## config.mk

```make
export PLATFORM = sky130hd
export DESIGN_NAME = rv_decode_stage
export DESIGN_NICKNAME = d
export VERILOG_FILES = /design/src/rtl/rv_decode_stage.sv
export SDC_FILE = /design/constraint.sdc
export NUM_CORES = 1
export LEC_CHECK = 0
export CAP_MARGIN = 25
export CORE_MARGIN = 5
export CORE_UTILIZATION = 45
export DETAILED_ROUTE_END_ITERATION = 10
export GPL_ROUTABILITY_DRIVEN = 0
export PLACE_DENSITY = 0.72
export SLEW_MARGIN = 20
export SYNTH_ARGS = -nofsm -noshare
export SYNTH_HDL_FRONTEND = slang
export SYNTH_SLANG_ARGS = --single-unit
```

## constraint.sdc

```tcl
create_clock -name clk -period 1.9 [get_ports clk]
set_input_delay 0.19 -clock clk [delete_from_list [all_inputs] [get_ports clk]]
set_output_delay 0.19 -clock clk [all_outputs]
set_load 0.05 [all_outputs]
```

## src/rtl/rv_decode_stage.sv

```systemverilog
`default_nettype none
// ============================================================================
// Module   : rv_decode_stage
// Purpose  : Registered RV32I/RV64I instruction decode stage. Splits an
//            instruction word into its raw fields, classifies the format,
//            builds the sign-extended immediate and flags unsupported
//            opcodes. Results are held in a 2-entry skid buffer so that
//            in_ready depends only on registered state.
// Revision : 1.0 - initial registered decode stage with skid buffer
// ----------------------------------------------------------------------------
// Parameters
//   XLEN  width of out_imm (32 or 64)
//   PC_W  width of the PC sideband
// Ports
//   clk, rst           clock, synchronous active-high reset
//   flush              discard every buffered instruction
//   in_valid/in_ready  upstream handshake; in_instr, in_pc accompany it
//   out_valid/out_ready downstream handshake
//   out_opcode/rd/func3/rs1/rs2/func7  raw instruction bit fields
//   out_fmt            R=0 I=1 S=2 B=3 U=4 J=5 ILL=7
//   out_imm            sign-extended immediate (0 for R and ILL)
//   out_illegal        opcode outside the supported map
//   out_pc             PC of the presented instruction
// ============================================================================
module rv_decode_stage #(
  parameter int XLEN = 32,
  parameter int PC_W = 32
) (
  input  logic            clk,
  input  logic            rst,
  input  logic            flush,
  input  logic            in_valid,
  output logic            in_ready,
  input  logic [31:0]     in_instr,
  input  logic [PC_W-1:0] in_pc,
  output logic            out_valid,
  input  logic            out_ready,
  output logic [6:0]      out_opcode,
  output logic [4:0]      out_rd,
  output logic [2:0]      out_func3,
  output logic [4:0]      out_rs1,
  output logic [4:0]      out_rs2,
  output logic [6:0]      out_func7,
  output logic [2:0]      out_fmt,
  output logic [XLEN-1:0] out_imm,
  output logic            out_illegal,
  output logic [PC_W-1:0] out_pc
);

  // --------------------------------------------------------------------------
  // Opcode map and format codes
  // --------------------------------------------------------------------------
  localparam logic [6:0] c_OP_LOAD   = 7'b0000011;
  localparam logic [6:0] c_OP_FENCE  = 7'b0001111;
  localparam logic [6:0] c_OP_IMM    = 7'b0010011;
  localparam logic [6:0] c_OP_AUIPC  = 7'b0010111;
  localparam logic [6:0] c_OP_STORE  = 7'b0100011;
  localparam logic [6:0] c_OP_REG    = 7'b0110011;
  localparam logic [6:0] c_OP_LUI    = 7'b0110111;
  localparam logic [6:0] c_OP_BRANCH = 7'b1100011;
  localparam logic [6:0] c_OP_JALR   = 7'b1100111;
  localparam logic [6:0] c_OP_JAL    = 7'b1101111;
  localparam logic [6:0] c_OP_SYSTEM = 7'b1110011;

  localparam logic [2:0] c_FMT_R   = 3'd0;
  localparam logic [2:0] c_FMT_I   = 3'd1;
  localparam logic [2:0] c_FMT_S   = 3'd2;
  localparam logic [2:0] c_FMT_B   = 3'd3;
  localparam logic [2:0] c_FMT_U   = 3'd4;
  localparam logic [2:0] c_FMT_J   = 3'd5;
  localparam logic [2:0] c_FMT_ILL = 3'd7;

  // One fully decoded instruction, as held in either buffer entry.
  typedef struct packed {
    logic [6:0]      opcode;
    logic [4:0]      rd;
    logic [2:0]      func3;
    logic [4:0]      rs1;
    logic [4:0]      rs2;
    logic [6:0]      func7;
    logic [2:0]      fmt;
    logic [XLEN-1:0] imm;
    logic            illegal;
    logic [PC_W-1:0] pc;
  } dec_t;

  // Buffer occupancy: EMPTY, main only, main + skid.
  typedef enum logic [1:0] {
    ST_EMPTY = 2'd0,
    ST_ONE   = 2'd1,
    ST_TWO   = 2'd2
  } state_t;

  // --------------------------------------------------------------------------
  // Input-side decode
  // --------------------------------------------------------------------------
  logic [2:0]      w_fmt;
  logic [31:0]     w_imm32;
  logic [XLEN-1:0] w_imm_ext;
  dec_t            w_dec;

  // Format classification and the 32-bit immediate. Every immediate is
  // already sign-extended to 32 bits here; widening to XLEN is a pure
  // replication of bit 31 below.
  always_comb begin : p_fmt_imm
    w_fmt   = c_FMT_ILL;
    w_imm32 = '0;
    case (in_instr[6:0])
      c_OP_REG: begin
        w_fmt = c_FMT_R;
      end
      c_OP_IMM, c_OP_LOAD, c_OP_JALR, c_OP_SYSTEM, c_OP_FENCE: begin
        w_fmt   = c_FMT_I;
        w_imm32 = {{20{in_instr[31]}}, in_instr[31:20]};
      end
      c_OP_STORE: begin
        w_fmt   = c_FMT_S;
        w_imm32 = {{20{in_instr[31]}}, in_instr[31:25], in_instr[11:7]};
      end
      c_OP_BRANCH: begin
        w_fmt   = c_FMT_B;
        w_imm32 = {{19{in_instr[31]}}, in_instr[31], in_instr[7],
                   in_instr[30:25], in_instr[11:8], 1'b0};
      end
      c_OP_LUI, c_OP_AUIPC: begin
        w_fmt   = c_FMT_U;
        w_imm32 = {in_instr[31:12], 12'b0};
      end
      c_OP_JAL: begin
        w_fmt   = c_FMT_J;
        w_imm32 = {{11{in_instr[31]}}, in_instr[31], in_instr[19:12],
                   in_instr[20], in_instr[30:21], 1'b0};
      end
      // Anything else, including compressed encodings (opcode[1:0] != 11),
      // stays ILL with a zero immediate.
      default: begin
        w_fmt   = c_FMT_ILL;
        w_imm32 = '0;
      end
    endcase
  end

  // Widen the immediate to XLEN; U-type upper immediates are sign-extended
  // on RV64 like every other format.
  generate
    if (XLEN > 32) begin : g_imm_sext
      assign w_imm_ext = {{(XLEN-32){w_imm32[31]}}, w_imm32};
    end else begin : g_imm_native
      assign w_imm_ext = w_imm32;
    end
  endgenerate

  // Raw field slices are passed through for every format, ILL included.
  always_comb begin : p_pack
    w_dec         = '0;
    w_dec.opcode  = in_instr[6:0];
    w_dec.rd      = in_instr[11:7];
    w_dec.func3   = in_instr[14:12];
    w_dec.rs1     = in_instr[19:15];
    w_dec.rs2     = in_instr[24:20];
    w_dec.func7   = in_instr[31:25];
    w_dec.fmt     = w_fmt;
    w_dec.imm     = w_imm_ext;
    w_dec.illegal = (w_fmt == c_FMT_ILL);
    w_dec.pc      = in_pc;
  end

  // --------------------------------------------------------------------------
  // Skid buffer control
  // --------------------------------------------------------------------------
  state_t r_state;
  state_t w_state_nxt;
  dec_t   r_main;
  dec_t   r_skid;
  logic   w_acc;
  logic   w_pop;
  logic   w_load_main;
  logic   w_load_skid;
  logic   w_shift_skid;

  // Both handshake flags come straight from the state register, so neither
  // in_valid nor out_ready can reach in_ready combinationally.
  assign in_ready  = (r_state != ST_TWO);
  assign out_valid = (r_state != ST_EMPTY);

  assign w_acc = in_valid & in_ready;
  assign w_pop = out_valid & out_ready;

  always_ff @(posedge clk) begin : p_state
    if (rst) begin
      r_state <= ST_EMPTY;
    end else begin
      r_state <= w_state_nxt;
    end
  end

  always_comb begin : p_next
    w_state_nxt  = r_state;
    w_load_main  = 1'b0;
    w_load_skid  = 1'b0;
    w_shift_skid = 1'b0;
    if (flush) begin
      // Flush beats any same-cycle accept or pop; nothing is loaded.
      w_state_nxt = ST_EMPTY;
    end else begin
      case (r_state)
        ST_EMPTY: begin
          if (w_acc) begin
            w_state_nxt = ST_ONE;
            w_load_main = 1'b1;
          end
        end
        ST_ONE: begin
          if (w_acc && w_pop) begin
            // Main is consumed and refilled in the same edge.
            w_load_main = 1'b1;
          end else if (w_acc) begin
            w_state_nxt = ST_TWO;
            w_load_skid = 1'b1;
          end else if (w_pop) begin
            w_state_nxt = ST_EMPTY;
          end
        end
        ST_TWO: begin
          // in_ready is low here, so only a pop can happen.
          if (w_pop) begin
            w_state_nxt  = ST_ONE;
            w_shift_skid = 1'b1;
          end
        end
        default: begin
          w_state_nxt = ST_EMPTY;
        end
      endcase
    end
  end

  // Entry storage. Reset clears both entries so the outputs read zero;
  // flush only empties the state, the stale data is hidden by out_valid=0.
  always_ff @(posedge clk) begin : p_entries
    if (rst) begin
      r_main <= '0;
      r_skid <= '0;
    end else begin
      if (w_load_main) begin
        r_main <= w_dec;
      end else if (w_shift_skid) begin
        r_main <= r_skid;
      end
      if (w_load_skid) begin
        r_skid <= w_dec;
      end
    end
  end

  // --------------------------------------------------------------------------
  // Outputs always show the main entry
  // --------------------------------------------------------------------------
  assign out_opcode  = r_main.opcode;
  assign out_rd      = r_main.rd;
  assign out_func3   = r_main.func3;
  assign out_rs1     = r_main.rs1;
  assign out_rs2     = r_main.rs2;
  assign out_func7   = r_main.func7;
  assign out_fmt     = r_main.fmt;
  assign out_imm     = r_main.imm;
  assign out_illegal = r_main.illegal;
  assign out_pc      = r_main.pc;

endmodule

`default_nettype wire
```

; ---- Word level (Yosys, flattened, before mapping)
; Cells that the tools add are included.
[op_classes]
eq_ne = 19
mux = 20
bitwise = 2
reduce_logical = 8
[ops]
columns = operator, n
row1 = $mux W100, 2
row2 = $pmux W32 S5, 1
row3 = $eq A7 B7 Y1 const B, 4
row4 = $eq A7 B6 Y1 const B, 3
row5 = $pmux W3 S6, 1
row6 = $eq A7 B5 Y1 const B, 2
row7 = $mux W2, 5
row8 = $mux W1, 9
row9 = $ne A2 B2 Y1 const B, 4
row10 = $eq A7 B2 Y1 const B, 1
row11 = $eq A7 B4 Y1 const B, 1
row12 = $pmux W2 S3, 1
row13 = $reduce_or A5 Y1, 1
row14 = $reduce_and A4 Y1, 1
row15 = $reduce_bool A2 Y1, 2
row16 = $reduce_or A2 Y1, 2
row17 = $eq A3 B3 Y1 const B, 1
row18 = $ne A3 B3 Y1 const B, 1
row19 = $and A1 B1 Y1, 2
row20 = $eq A2 B1 Y1 const B, 1
row21 = $eq A2 B2 Y1 const B, 1
row22 = $logic_not A2 Y1, 1
row23 = $pmux W1 S2, 1
row24 = $logic_and A1 B1 Y1, 1
[totals]
regBits = 202
out_inout_bits = 102

; ---- Longest topological paths before layout
[depth]
ltp_word = 7
ltp_mapped = 7
depth_no_buf = 4

; ---- Least setup slack after synthesis
; OpenSTA, ideal clock, no wires.
[synth_path]
path_type = input port to flip-flop
startpoint = in in_instr[2]
endpoint = reg r_main (netlist bit out_imm[17])
setup_ps = 88
arrival_ps = 1509
setup_slack_ps = 303
path_stages = 6
cell_sequence = buf_6 or4b_4 nor2_8 o31ai_4 buf_6 a311oi_2
[synth_via]
elab_chain_cells = 4
word_cells_on_any_way = 14
classes_between = 10 x eq/ne / 2 x mux / 2 x reduce/logical
[synth_lines]
columns = item, line
row1 = start: declaration, 34  ; input logic [31:0] in_instr,
row2 = $eq A7 B5 Y1 (tied with other cells), 108  ; case (in_instr[6:0])
row3 = $reduce_or A5 Y1 / $reduce_or A2 Y1 (equally long branches), 108
row4 = $pmux W32 S5 (*), 108
row5 = $mux W100 (*), 245  ; if (w_load_main) begin
row6 = end signal: assignment, 246  ; r_main <= w_dec;
row7 = end signal: assignment, 248  ; r_main <= r_skid;
row8 = end: declaration, 173  ; dec_t r_main;
; Mark *: on every way between the ends. The rest lies on a longest branch, timed or not.
; A chain may end at the register's enable or synchronous reset.

; ---- Worst setup path in the final report
[layout_path]
startpoint = reg r_main (netlist bit out_rs2[1])
endpoint = out out_rs2[1]
[layout_rtl]
columns = item, line
row1 = end: declaration, 42  ; output logic [4:0] out_rs2,
; No word-level cell between the ends.

==> results.yml <==
floorplan:
  start_util: 0.459
  die_w_microns: 146
  fp.dieArea_sq_um: 21200
  core-area_sq_um: 18000
  num_rows: 49
  dieHeight_microns: 146
  pin_count: 171
setup_path:
  crit_path_max_fanout: 2
  crit_buf_inv: 1
  path_cells: "clkdlybuf4s50_1"
  endpoint_kind: "output port"
  critPathMaxStageDelay_ns: 0.85
  critPathTopFamily: "buffers and inverters"
  worstPathRequired_ns: 1.71
  crit_slowest_cell: "clkdlybuf4s50_1"
  crit_type: "reg -> out"
  worst_ep_arrival_time_ns: 1.67
  startpoint_type: "flop"
layout:
  drive_above_1_share: 0.141
  diodes: 0
  seq_area_sq_um: 4040
  multi_input_area_sq_um: 3870
  final_cell_mix: "nand2_1, dfxtp_1, clkdlybuf4s50_1"
  final_common_cell: "nand2_1"
  final_nets: 1217
  n_fill_cell: 1509
  fin_area_sq_um: 11600
  synthToLayoutAreaGrowth_pct: 40.6
cts:
  worstSkewPairLatency_ns: 0.49
  clk_pin_slew_worst_paths_ns: 0.06
  clockBufferDepth: 3
  h-tree-depth: 1
  cts_buffers: 22
  cts_sinks: 202
  cts_tree: "done"
  cts_root_buf: "clkbuf_16"
routing:
  vias_per_cell: 5.58
  drc: 0
  ant_nets: 0
  drtIter0Drc: 463
  first_pass_iters: 5
  via_count: 7744
  routed_wl_mm: 23.9
  routedWlPerCell_microns: 17.2
power_and_ir_drop:
  power.density_nw_per_um2: 854
  p_leak_nw: 4.23
  max-vdd-ir-drop_uv: 742
global_routing:
  grt_start_max_net_pins: 70
  grt_overflow: 0
  grt_pass1_vias: 7581
  antenna_found_initial: 0
  grtUsageTotal: 0.214
  grt_pass1_wl_mm: 39.0
placement:
  post_dp_cell_area_sq_um: 10900
  dp.final_hpwl_mm: 16.5
  io_buffers: 170
yosys:
  ys_warn_count: 0
  synth_edf_count: 0
  synth_cells: 946
  synth_area_sq_um: 8270
  synth_nets: 1015
  synth.yosys.seq_area_share: 0.489
  synth.avg_cell_area_sq_um: 8.74
  synth-seq-cells: 202
  synth_ff_type: "dfxtp_1"
  synth_cell_types: 55
  async_flop_share: 0
sta:
  rsz0062_at_grt: "false"
  worstMarginPinSlew_ns: 0.578
  final.setup_skew_ns: 0.00738
  setup_viol: 0
  post-route-min-period_ns: 1.86
  slew_headroom: 0.614
  tns_ns: 0
  fin_crit_sh: 0.977
  slew_viol_final: 0
  hold_viol: 0
  timing.fmax_mhz: 539
  whs_ns: 0.0980
worst_hold_path:
  min_path_type: "in -> reg"
run:
  maxCapViolations: 0
status:
  status: "finished, final reports clean"
==> routing by layer <==
layer,share of wire,vias to the layer above,global-route usage
li1,-,3792,-
met1,0.44,3668,0.288
met2,0.46,250,0.347
met3,0.085,34,0.0629
met4,0.015,0,0.0415
met5,0,-,0
==> layout make-up <==
type | instances | share of cell area
Tap cell | 229 | 0.0247
Clock buffer | 28 | 0.0529
Inverter | 3 | 0.000969
Clock inverter | 6 | 0.00474
Timing Repair Buffer | 266 | 0.236
Sequential cell | 202 | 0.348
Multi-Input combinational cell | 653 | 0.333
==> flip-flops by register name, indices dropped and copies added, names as in the netlist <==
name and flops:
r_skid 100, out_imm 32, out_pc 32, out_func7 7
out_opcode 7, out_rd 5, out_rs1 5, out_rs2 5
out_fmt 3, out_func3 3, r_state 2, out_illegal 1
==> logic make-up (layout without fill, tap and decap cells) <==
family          Yosys count  count (layout)  synth area share
flops                   202             202             0.489
mux                      22              22            0.0268
buf+inv                  91             303            0.0490
compound gates          316             316             0.271
simple gates            314             314             0.163
xor+xnor                  1               1           0.00106
==> per-stage QoR <==
| step | utilization | instances | setup WS (ns) | power (mW) |
|---|---|---|---|---|
| after floorplan | - | 946 | 0.303 | 5.34 |
| after global placement | 0.604 | 1352 | -0.380 | 6.00 |
| after detailed placement | 0.604 | 1352 | -0.414 | 6.01 |
| after CTS | 0.641 | 1386 | 0.00472 | 10.0 |
| after global routing | 0.645 | 1387 | 0.00123 | 10.3 |
| final | 0.645 | 1387 | 0.0439 | 9.92 |
==> synthesized netlist by cell type (all sizes together), types with 2 or more instances <==
cell type  count  area share
and2           2      0.0015
a41oi          2      0.0021
a311oi        31       0.039
or2            2      0.0015
a21o           4      0.0036
buf           35       0.024
nand3b         2      0.0018
a221oi        11       0.018
a41o           7      0.0085
nor4           2      0.0015
nor3b          2      0.0018
nor2b         21       0.016
mux2i         21       0.025
o21bai         2      0.0018
nand2b         4      0.0030
inv            3      0.0014
or3b           2      0.0021
a211o          2      0.0021
nand2        221        0.10
nand3          5      0.0030
nor2          34       0.017
dfxtp        202        0.49
nor3          12      0.0073
clkbuf        53       0.024
o211ai         4      0.0036
a31oi          4      0.0030
o21ai          2      0.0012
a22oi         64       0.058
a211oi        34       0.031
a21oi        137       0.084
a22o           6      0.0064
==> final timing paths <==
path | start | to | slack [ns] | cells past startpoint
worst min-delay path | rst | out_func7[1] | 0.1 | 2
worst max-delay path | out_rs2[1] | out_rs2[1] | 0.04 | 1
worst min register to register | r_skid[2] | r_skid[2] | 0.45 | 2
worst max register to register | r_state[0] | out_imm[9] | 0.18 | 7
==> where the power goes <==
group          switching (mW)  leakage [nW]  total, mW  internal [mW]
Clock                    1.61         0.335       4.00           2.39
Combinational           0.883          2.25       1.48          0.596
Sequential             0.0760          1.64       4.44           4.37
==> what timing repair did <==
action,4_1_cts,5_1_grt
hold buffers,0,0
buffers inserted,0,1
setup endpoints to repair,4,46
gates resized for setup,4,16
pin swaps,0,1
No activity file was read; power rests on OpenSTA's default activity.
